==> src/rtl/itr_ctrl.sv <==
// Interrupt controller: synchronises and edge-detects NSRC sources, keeps a masked pending set,
// and hands the core one itr pulse per grant, re-arming only after EOI plus a hold-off interval.
module itr_ctrl #(
  parameter int NSRC    = 4,
  parameter int HOLDOFF = 4,
  parameter int NBHOLD  = 4
) (
  input  logic            clk,
  input  logic            rst,
  input  logic [NSRC-1:0] src,
  input  logic            cfg_wr,
  input  logic [1:0]      cfg_addr,
  input  logic [NSRC-1:0] cfg_data,
  input  logic [1:0]      rd_addr,
  output logic [NSRC-1:0] rd_data,
  output logic            itr,
  output logic            busy
);

  localparam int IDW = (NSRC > 1) ? $clog2(NSRC) : 1;
  localparam logic [NBHOLD-1:0] HOLD_LOAD = (HOLDOFF > 0) ? NBHOLD'(HOLDOFF - 1) : '0;
  localparam logic [NSRC-1:0]   SRC_ONE   = NSRC'(1);

  typedef enum logic [1:0] {
    ST_IDLE    = 2'd0,
    ST_REQ     = 2'd1,
    ST_SERVICE = 2'd2,
    ST_HOLD    = 2'd3
  } state_e;

  state_e             state_q, state_d;
  logic [NSRC-1:0]    s1_q, s2_q, s3_q;
  logic [NSRC-1:0]    mask_q, mask_d;
  logic [NSRC-1:0]    pending_q, pending_d;
  logic [IDW-1:0]     active_id_q, active_id_d;
  logic [NBHOLD-1:0]  hold_q, hold_d;
  logic               itr_q, itr_d;

  logic [NSRC-1:0]    rise_s, req_s, grant_s, set_s, clr_s;
  logic [IDW-1:0]     win_s;
  logic               wr_mask_s, wr_eoi_s, wr_set_s, wr_clr_s;

  assign wr_mask_s = cfg_wr && (cfg_addr == 2'd0);
  assign wr_eoi_s  = cfg_wr && (cfg_addr == 2'd1);
  assign wr_set_s  = cfg_wr && (cfg_addr == 2'd2);
  assign wr_clr_s  = cfg_wr && (cfg_addr == 2'd3);

  // s3 clears on reset, so a source already high at release still yields one rise
  assign rise_s = s2_q & ~s3_q;
  assign req_s  = pending_q & mask_q;

  // Lowest set index wins: scan downwards so the last hit is the smallest index
  always_comb begin
    win_s = '0;
    for (int i = NSRC - 1; i >= 0; i--) begin
      win_s = req_s[i] ? IDW'(i) : win_s;
    end
  end

  // Sets beat clears when both hit the same bit in one cycle
  assign set_s     = rise_s | (wr_set_s ? cfg_data : '0);
  assign clr_s     = grant_s | (wr_clr_s ? cfg_data : '0);
  assign pending_d = set_s | (pending_q & ~clr_s);
  assign mask_d    = wr_mask_s ? cfg_data : mask_q;

  always_ff @(posedge clk or negedge rst) begin
    if (!rst) begin
      state_q <= ST_IDLE;
    end else begin
      state_q <= state_d;
    end
  end

  always_comb begin
    state_d = state_q;
    case (state_q)
      ST_IDLE:    if (|req_s) state_d = ST_REQ; else state_d = ST_IDLE;
      ST_REQ:     state_d = ST_SERVICE;
      ST_SERVICE: if (wr_eoi_s) state_d = (HOLDOFF == 0) ? ST_IDLE : ST_HOLD;
                  else state_d = ST_SERVICE;
      ST_HOLD:    if (hold_q == '0) state_d = ST_IDLE; else state_d = ST_HOLD;
      default:    state_d = ST_IDLE;
    endcase
  end

  always_comb begin
    itr_d       = 1'b0;
    grant_s     = '0;
    active_id_d = active_id_q;
    hold_d      = hold_q;
    case (state_q)
      ST_IDLE: begin
        if (|req_s) begin
          itr_d       = 1'b1;
          grant_s     = SRC_ONE << win_s;
          active_id_d = win_s;
        end else begin
          itr_d = 1'b0;
        end
      end
      ST_SERVICE: if (wr_eoi_s) hold_d = HOLD_LOAD; else hold_d = hold_q;
      ST_HOLD:    if (hold_q != '0) hold_d = hold_q - NBHOLD'(1); else hold_d = hold_q;
      default:    itr_d = 1'b0;
    endcase
  end

  always_ff @(posedge clk or negedge rst) begin
    if (!rst) begin
      s1_q        <= '0;
      s2_q        <= '0;
      s3_q        <= '0;
      mask_q      <= '0;
      pending_q   <= '0;
      active_id_q <= '0;
      hold_q      <= '0;
      itr_q       <= 1'b0;
    end else begin
      s1_q        <= src;
      s2_q        <= s1_q;
      s3_q        <= s2_q;
      mask_q      <= mask_d;
      pending_q   <= pending_d;
      active_id_q <= active_id_d;
      hold_q      <= hold_d;
      itr_q       <= itr_d;
    end
  end

  assign itr  = itr_q;
  assign busy = (state_q != ST_IDLE);

  always_comb begin
    rd_data = '0;
    case (rd_addr)
      2'd0:    rd_data = mask_q;
      2'd1:    rd_data = pending_q;
      2'd2:    rd_data[IDW-1:0] = active_id_q;
      2'd3:    rd_data[0] = busy;
      default: rd_data = '0;
    endcase
  end

endmodule
==> config.mk <==
export PLATFORM = sky130hd
export DESIGN_NAME = itr_ctrl
export DESIGN_NICKNAME = d
export VERILOG_FILES = /design/src/rtl/itr_ctrl.sv
export SDC_FILE = /design/constraint.sdc
export NUM_CORES = 1
export LEC_CHECK = 0
export CORE_MARGIN = 4
export CORE_UTILIZATION = 43
export CTS_CLUSTER_DIAMETER = 50
export DETAILED_ROUTE_END_ITERATION = 12
export DONT_BUFFER_PORTS = 1
export PLACE_DENSITY = 0.62
export SKIP_CTS_REPAIR_TIMING = 1
export SYNTH_ARGS = -nofsm -noshare
export SYNTH_HDL_FRONTEND = slang
export SYNTH_SLANG_ARGS = --single-unit
==> constraint.sdc <==
create_clock -name clk -period 2.6 [get_ports clk]
set_clock_uncertainty 0.1 [all_clocks]
set_input_delay 0.39 -clock clk [delete_from_list [all_inputs] [get_ports clk]]
set_output_delay 0.39 -clock clk [all_outputs]
set_load 0.02 [all_outputs]
==> impl_results.md, run 1 <==
- I/O pin cnt: 21
- Net switching fraction of the power: 32.2%
- Switch Pwr: 445 uW
- Die outline area: 3880 um^2
- Period utilization: 85.8%
- Number of cells in the finished layout apart from fillers: 149
- Summed instance area of the synthesized netlist: 1270 um^2
- P_int: 938 uW
- Outcome: finished, final reports clean
- Number of buffers created by CTS: 5
- Placeable core area: 2780 um^2
- Clock edge transition at the registers on the reported setup and hold paths: 100 ps
- Maximum fanout encountered on the critical timing path: 9
- Gate count of the mapped netlist: 105
- X dimension of the die: 62.3 um
- Clock Latency Late Sink: 320 ps
- Path type of the worst min-delay path: in -> reg
- Placed insts: 135
- Portion of total power attributed to the clock network: 27.9%
- # H-tree levels: 2
- Net count of the mapped netlist: 121
- HPWL after detailed placement: 1650 um
- Total routed wirelength: 2250 um
- Via count of the first global-routing pass: 839
- Data required time at the worst endpoint: 2110 ps
- Fill cell count: 249
- Via count of the routed design: 853
- Dominant cells by area after synthesis: dfrtp_1 (57%), mux2_2 (3.6%), nand2_1 (3.0%), mux2i_1 (2.4%), inv_1 (2.1%)
- Slew @ Worst Pin: 643 ps
- Initial drt markers: 44
- Detail-routed net length per standard cell: 15.1 um
- Leakage component of the power: 0.000639 uW
- Vertical die dimension: 62.3 um
- Number of search-and-repair iterations in the first detailed-routing pass: 4
- Cell taking the most area after synthesis: dfrtp_1
- First-pass GRT wire length: 3950 um
- Maximum number of pins on one net before global-route repair: 30
- Sequential element share of the synthesized area: 57.3%
- Max Slew Vio Count: 0
- Gr ovfl total: 0
- Setup repair after global routing missed its margin: false
- Drc violations: 0
- Final worst path period need: 2230 ps
- Synthesized area per cell: 12.1 um^2
- Final standard cell area without fillers: 1450 um^2
- Power after layout: 1380 uW
- Nature of the critical path endpoint: primary output
- Flip-flop and latch count after synthesis: 29
- Total global-route track usage: 12.9%
- Fraction of layout cells with a size suffix above 1: 16.1%
- Unique cell type count in the Yosys netlist: 39
- Final number of setup-violating endpoints: 0
- Total power per unit cell area: 951 nW/um^2
- Residual antenna-violating net count after detailed routing: 0
- Data arrival, critical path: 1740 ps
- Fin. Hold Viols: 0
- Number of clock sinks seen by CTS: 29
- Commonest non-fill, non-tap cells in the layout: dfrtp_1 (29), nand2_1 (10), inv_1 (7)
- Startpoint type of the worst setup path: flip-flop
- CTS tree: done
- Synth warnings: 0
- Area share of the largest cell type after synthesis: 57.3%
- Num rows: 19
- Most common cell after layout, fill and taps aside: dfrtp_1
- Final cell utilization of the core: 52.3%
- GP Congestion: 0.792
- Maximum capacitance violations: 0
- Total placed instance area: 1290 um^2
- Number of antenna violations at the first check in global routing: 0
- Relative slew slack: 56.7%
- Final #Nets: 133
- Number of antenna cells inserted: 0
- Fraction of power consumed by sequential logic: 47.4%
- Longest Clk Path Bufs: 2
- Port-buffer cells: 0
- Category of the most critical setup path: reg -> out
- Post-DR vias/cell: 5.72
- Maximum clock frequency: 448 MHz
- Area growth syn-to-layout: 14.7%
- Summed negative setup slack over all endpoints: 0 ps
- Cell at the root of the clock tree: clkbuf_4
- Logic pwr share: 24.6%
- Starting utilization of the core area: 45.6%
- Largest voltage drop on the vdd net: 665 uV
-- registers in the layout, summed over array words and instances (netlist names) --
signal / cells
active_id_q: 2
hold_q: 4
itr: 1
mask_q: 4
pending_q: 4
s1_q: 4
s2_q: 4
s3_q: 4
state_q: 2
-- logic make-up (layout without fill, tap and decap cells) --
logic type	Yosys count	in the layout	synth area share, %
buffers and inverters	9	22	3.26
AO/OA/AOI/OAI	26	26	16.2
AND/OR/NAND/NOR	32	32	14.6
flip-flops	29	29	57.3
adder cells (fa/ha/maj)	1	1	0.987
multiplexers	8	8	7.70
-- synth_stat cells --
master	number
dfrtp_1	29
nand2_1	10
inv_1	7
nor2_1	5
a21oi_1	4
mux2_2	4
a221oi_1	3
a31oi_1	3
mux2i_1	3
nor2b_1	3
a221o_1	2
a31o_1	2
and3b_1	2
nand3_1	2
o21ai_0	2
a211oi_4	1
a21boi_0	1
a21o_1	1
a22o_1	1
a22oi_1	1
a2bb2oi_1	1
a31o_2	1
a32o_1	1
and2_1	1
and3_1	1
and4_1	1
and4bb_1	1
buf_6	1
ha_1	1
inv_2	1
mux4_2	1
nand3b_1	1
nand4_1	1
nor2_2	1
nor3b_1	1
nor3b_2	1
o211ai_1	1
o22ai_1	1
or3b_1	1
-- final cells by class --
type / count / area [um^2] / share of cell area, %
Inverter: 8 / 30.0 / 2.07
Clock buffer: 6 / 51.3 / 3.53
Multi-Input combinational cell: 67 / 500 / 34.4
Clock inverter: 2 / 37.5 / 2.58
Sequential cell: 29 / 726 / 49.9
Tap cell: 31 / 38.8 / 2.67
Timing Repair Buffer: 6 / 70.1 / 4.82
-- metrics by stage --
step	worst slack, ps	hold slack [ps]
3_5_place_dp	721	-4.89
4_1_cts	350	-368
5_1_grt	265	99.4
3_3_place_gp	765	-4.87
2_1_floorplan	818	-5.59
6_report	369	112
-- worst paths after layout --
check	startpoint	endpoint	slack, ps	cells past startpoint
setup / recovery	state_q[1]$_DFF_PN0_	rd_data[0]	370	3
hold / removal	cfg_data[2]	pending_q[2]$_DFF_PN0_	110	1
setup reg to reg	hold_q[0]$_DFFE_PN0P_	hold_q[1]$_DFFE_PN0P_	880	5
min in group asynchronous	rst	mask_q[0]$_DFFE_PN0P_	390	2
hold reg to reg	s1_q[2]$_DFF_PN0_	s2_q[2]$_DFF_PN0_	250	0
max in group asynchronous	rst	hold_q[2]$_DFFE_PN0P_	1850	2
-- worst max-delay path, cell delays in order, from the launching register on --
cell and delay, ps:
dfrtp_1 500, nor2_2 240, inv_2 120, mux4_2 560
-- layer usage --
layer / routed length, um / global-route usage, % / vias up
met1: 1060 / 15.8 / 409
met5: 0 / 0 / -
li1: - / - / 412
met2: 964 / 18.7 / 27
met4: 42 / 7.16 / 0
met3: 183 / 5.77 / 5
-- power groups by stage --
stage	clock [uW]	sequential, uW	combinational (uW)
after floorplan	0	626	308
after global placement	0	660	322
after detailed placement	0	664	327
after CTS	399	655	327
after global routing	423	673	385
final	386	656	340
Note: power is estimated with default switching activity, not from simulation.
==> inputs of run 2 (changes only) <==
Settings changed: CTS_CLUSTER_DIAMETER 50 to unset, PLACE_DENSITY 0.62 to 0.64.
Clock period 2.6 ns to 1.9 ns, I/O delays scaled along.
==> impl_results.md, run 2 (synthesis gave the netlist of run 1 again) <==
- Relative slew slack: 74.4% (+18 points)
- Total routed wirelength: 2460 um (+9.4%)
- Detail-routed net length per standard cell: 15.5 um (+2.6%)
- Ordered list of cells on the worst path: nor2_4 > inv_2 > mux4_2
- Maximum fanout encountered on the critical timing path: 3 (-6)
- Via count of the routed design: 903 (+5.9%)
- Fill cell count: 246 (-1.2%)
- Critical Path Max Stage Delay: 540 ps (-20 ps)
- Cell at the root of the clock tree: clkbuf_4
- Number of clock sinks seen by CTS: 29 (unchanged)
- GP Congestion: 0.814 (+2.8%)
- Highest-delay cell along the critical path: mux4_2
- Initial drt markers: 55 (+25%)
- Gr ovfl total: 0 (unchanged)
- Outcome: finished, final reports clean
- Largest voltage drop on the vdd net: 1150 uV (+73%)
- Most common cell after layout, fill and taps aside: dfrtp_1
- Via count of the first global-routing pass: 874 (+4.2%)
- Number of buffer and inverter instances along the worst setup path: 1 (unchanged)
- Maximum number of pins on one net before global-route repair: 30 (unchanged)
- Setup repair after global routing missed its margin: true
- Data required time at the worst endpoint: 1510 ps (-600 ps)
- Startpoint type of the worst setup path: flip-flop
- Vertical die dimension: 62.3 um (unchanged)
- Post-DR vias/cell: 5.68 (-0.80%)
- Area growth syn-to-layout: 21.6%
- # H-tree levels: 2 (unchanged)
- I/O pin cnt: 21 (unchanged)
- Category of the most critical setup path: reg -> out
- Data arrival, critical path: 1500 ps (-240 ps)
- CP delay by family, top: multiplexers
- Fin. Hold Viols: 0 (unchanged)
- Drc violations: 0 (unchanged)
- Total global-route track usage: 13.5% (+0.59 points)
- Placeable core area: 2780 um^2 (unchanged)
- Final cell utilization of the core: 55.4% (+3.1 points)
- Starting utilization of the core area: 45.6% (unchanged)
- Nature of the critical path endpoint: primary output
- Period utilization: 99.4%
- Final number of setup-violating endpoints: 0 (unchanged)
- Slew @ Worst Pin: 382 ps (-261 ps)
- Pre-CTS WS: 184 ps (-537 ps)
- Placed insts: 138 (+2.2%)
- Number of antenna violations at the first check in global routing: 0 (unchanged)
- Final worst slack: 11.3 ps (-357 ps)
- Longest Clk Path Bufs: 2 (unchanged)
- Residual antenna-violating net count after detailed routing: 0 (unchanged)
- Fraction of layout cells with a size suffix above 1: 21.1% (+5.0 points)
- Path type of the worst min-delay path: in -> reg
- Clock edge transition at the registers on the reported setup and hold paths: 100 ps (about the same)
- Leakage component of the power: 0.000680 uW (+6.4%)
- Num rows: 19 (unchanged)
- First-pass GRT wire length: 4070 um (+3.0%)
- Max Slew Vio Count: 0 (unchanged)
- Final worst path period need: 1890 ps
- HPWL after detailed placement: 1700 um (+2.7%)
- X dimension of the die: 62.3 um (unchanged)
- Commonest non-fill, non-tap cells in the layout: dfrtp_1 (27), nand2_1 (10), dlygate4sd3_1 (9)
- Port-buffer cells: 0 (unchanged)
- Maximum capacitance violations: 0 (unchanged)
- Die outline area: 3880 um^2 (unchanged)
- Internal reg-to-reg setup slack: 160 ps (-720 ps)
- Number of buffers created by CTS: 5 (unchanged)
- Maximum clock frequency: 529 MHz
- Clock Latency Late Sink: 340 ps (+20 ps)
- Number of antenna cells inserted: 0 (unchanged)
- Total power per unit cell area: 1280 nW/um^2 (+35%)
- Number of cells in the finished layout apart from fillers: 159 (+6.7%)
- Final #Nets: 143 (+7.5%)
- CTS tree: done
- Number of search-and-repair iterations in the first detailed-routing pass: 4 (unchanged)
## run 2: worst paths after layout
check / from / to / cells after the start
hold / removal: cfg_wr / pending_q[3]$_DFF_PN0_ / 3
setup reg to reg: hold_q[0]$_DFFE_PN0P_ / hold_q[0]$_DFFE_PN0P_ / 5
hold reg to reg: s1_q[0]$_DFF_PN0_ / s2_q[0]$_DFF_PN0_ / 0
max in group asynchronous: rst / state_q[0]$_DFF_PN0_ / 2
setup / recovery: state_q[1]$_DFF_PN0_ / rd_data[0] / 3
min in group asynchronous: rst / state_q[1]$_DFF_PN0_ / 2
## run 2: worst reg2reg max path, delay by kind of cell, from the launching register on
family / cells / cell delay (ps)
flip-flops: 1 / 430
AO/OA/AOI/OAI: 2 / 380
adder cells (fa/ha/maj): 1 / 240
AND/OR/NAND/NOR: 1 / 400
buffers and inverters: 1 / 70
## run 2: power breakdown
group | switching [uW] | internal (uW)
clock network | 232 | 278
logic | 287 | 291
registers | 142 | 751
total | 661 | 1320
## run 2: layout make-up
type / instances / area (um^2) / area share (%)
sequential: 29 / 728 / 47.2
multi-input combinational: 67 / 505 / 32.8
timing repair buffer: 16 / 155 / 10.1
clock inverter: 3 / 46.3 / 3.00
tap: 31 / 38.8 / 2.52
clock buffer: 5 / 37.5 / 2.44
inverter: 8 / 30.0 / 1.95
## run 2: per-layer routing
layer,part of all wire [%],up-vias,global-route usage [%],routed length (um)
met5,0,-,0,0
met4,0.73,0,6.37,18
li1,-,431,-,-
met3,7.6,2,7.21,188
met1,46,441,16.7,1120
met2,46,29,19.0,1130
## run 2: per-stage QoR
step	total power [uW]	area (um^2)	setup TNS [ps]	hold slack, ps
2_1_floorplan	1280	1270	0	-111
3_3_place_gp	1360	1320	0	-110
3_5_place_dp	1390	1320	0	-110
4_1_cts	1900	1400	-110	-488
5_1_grt	2120	1540	-47.7	93.2
6_report	1980	1540	0	75.5
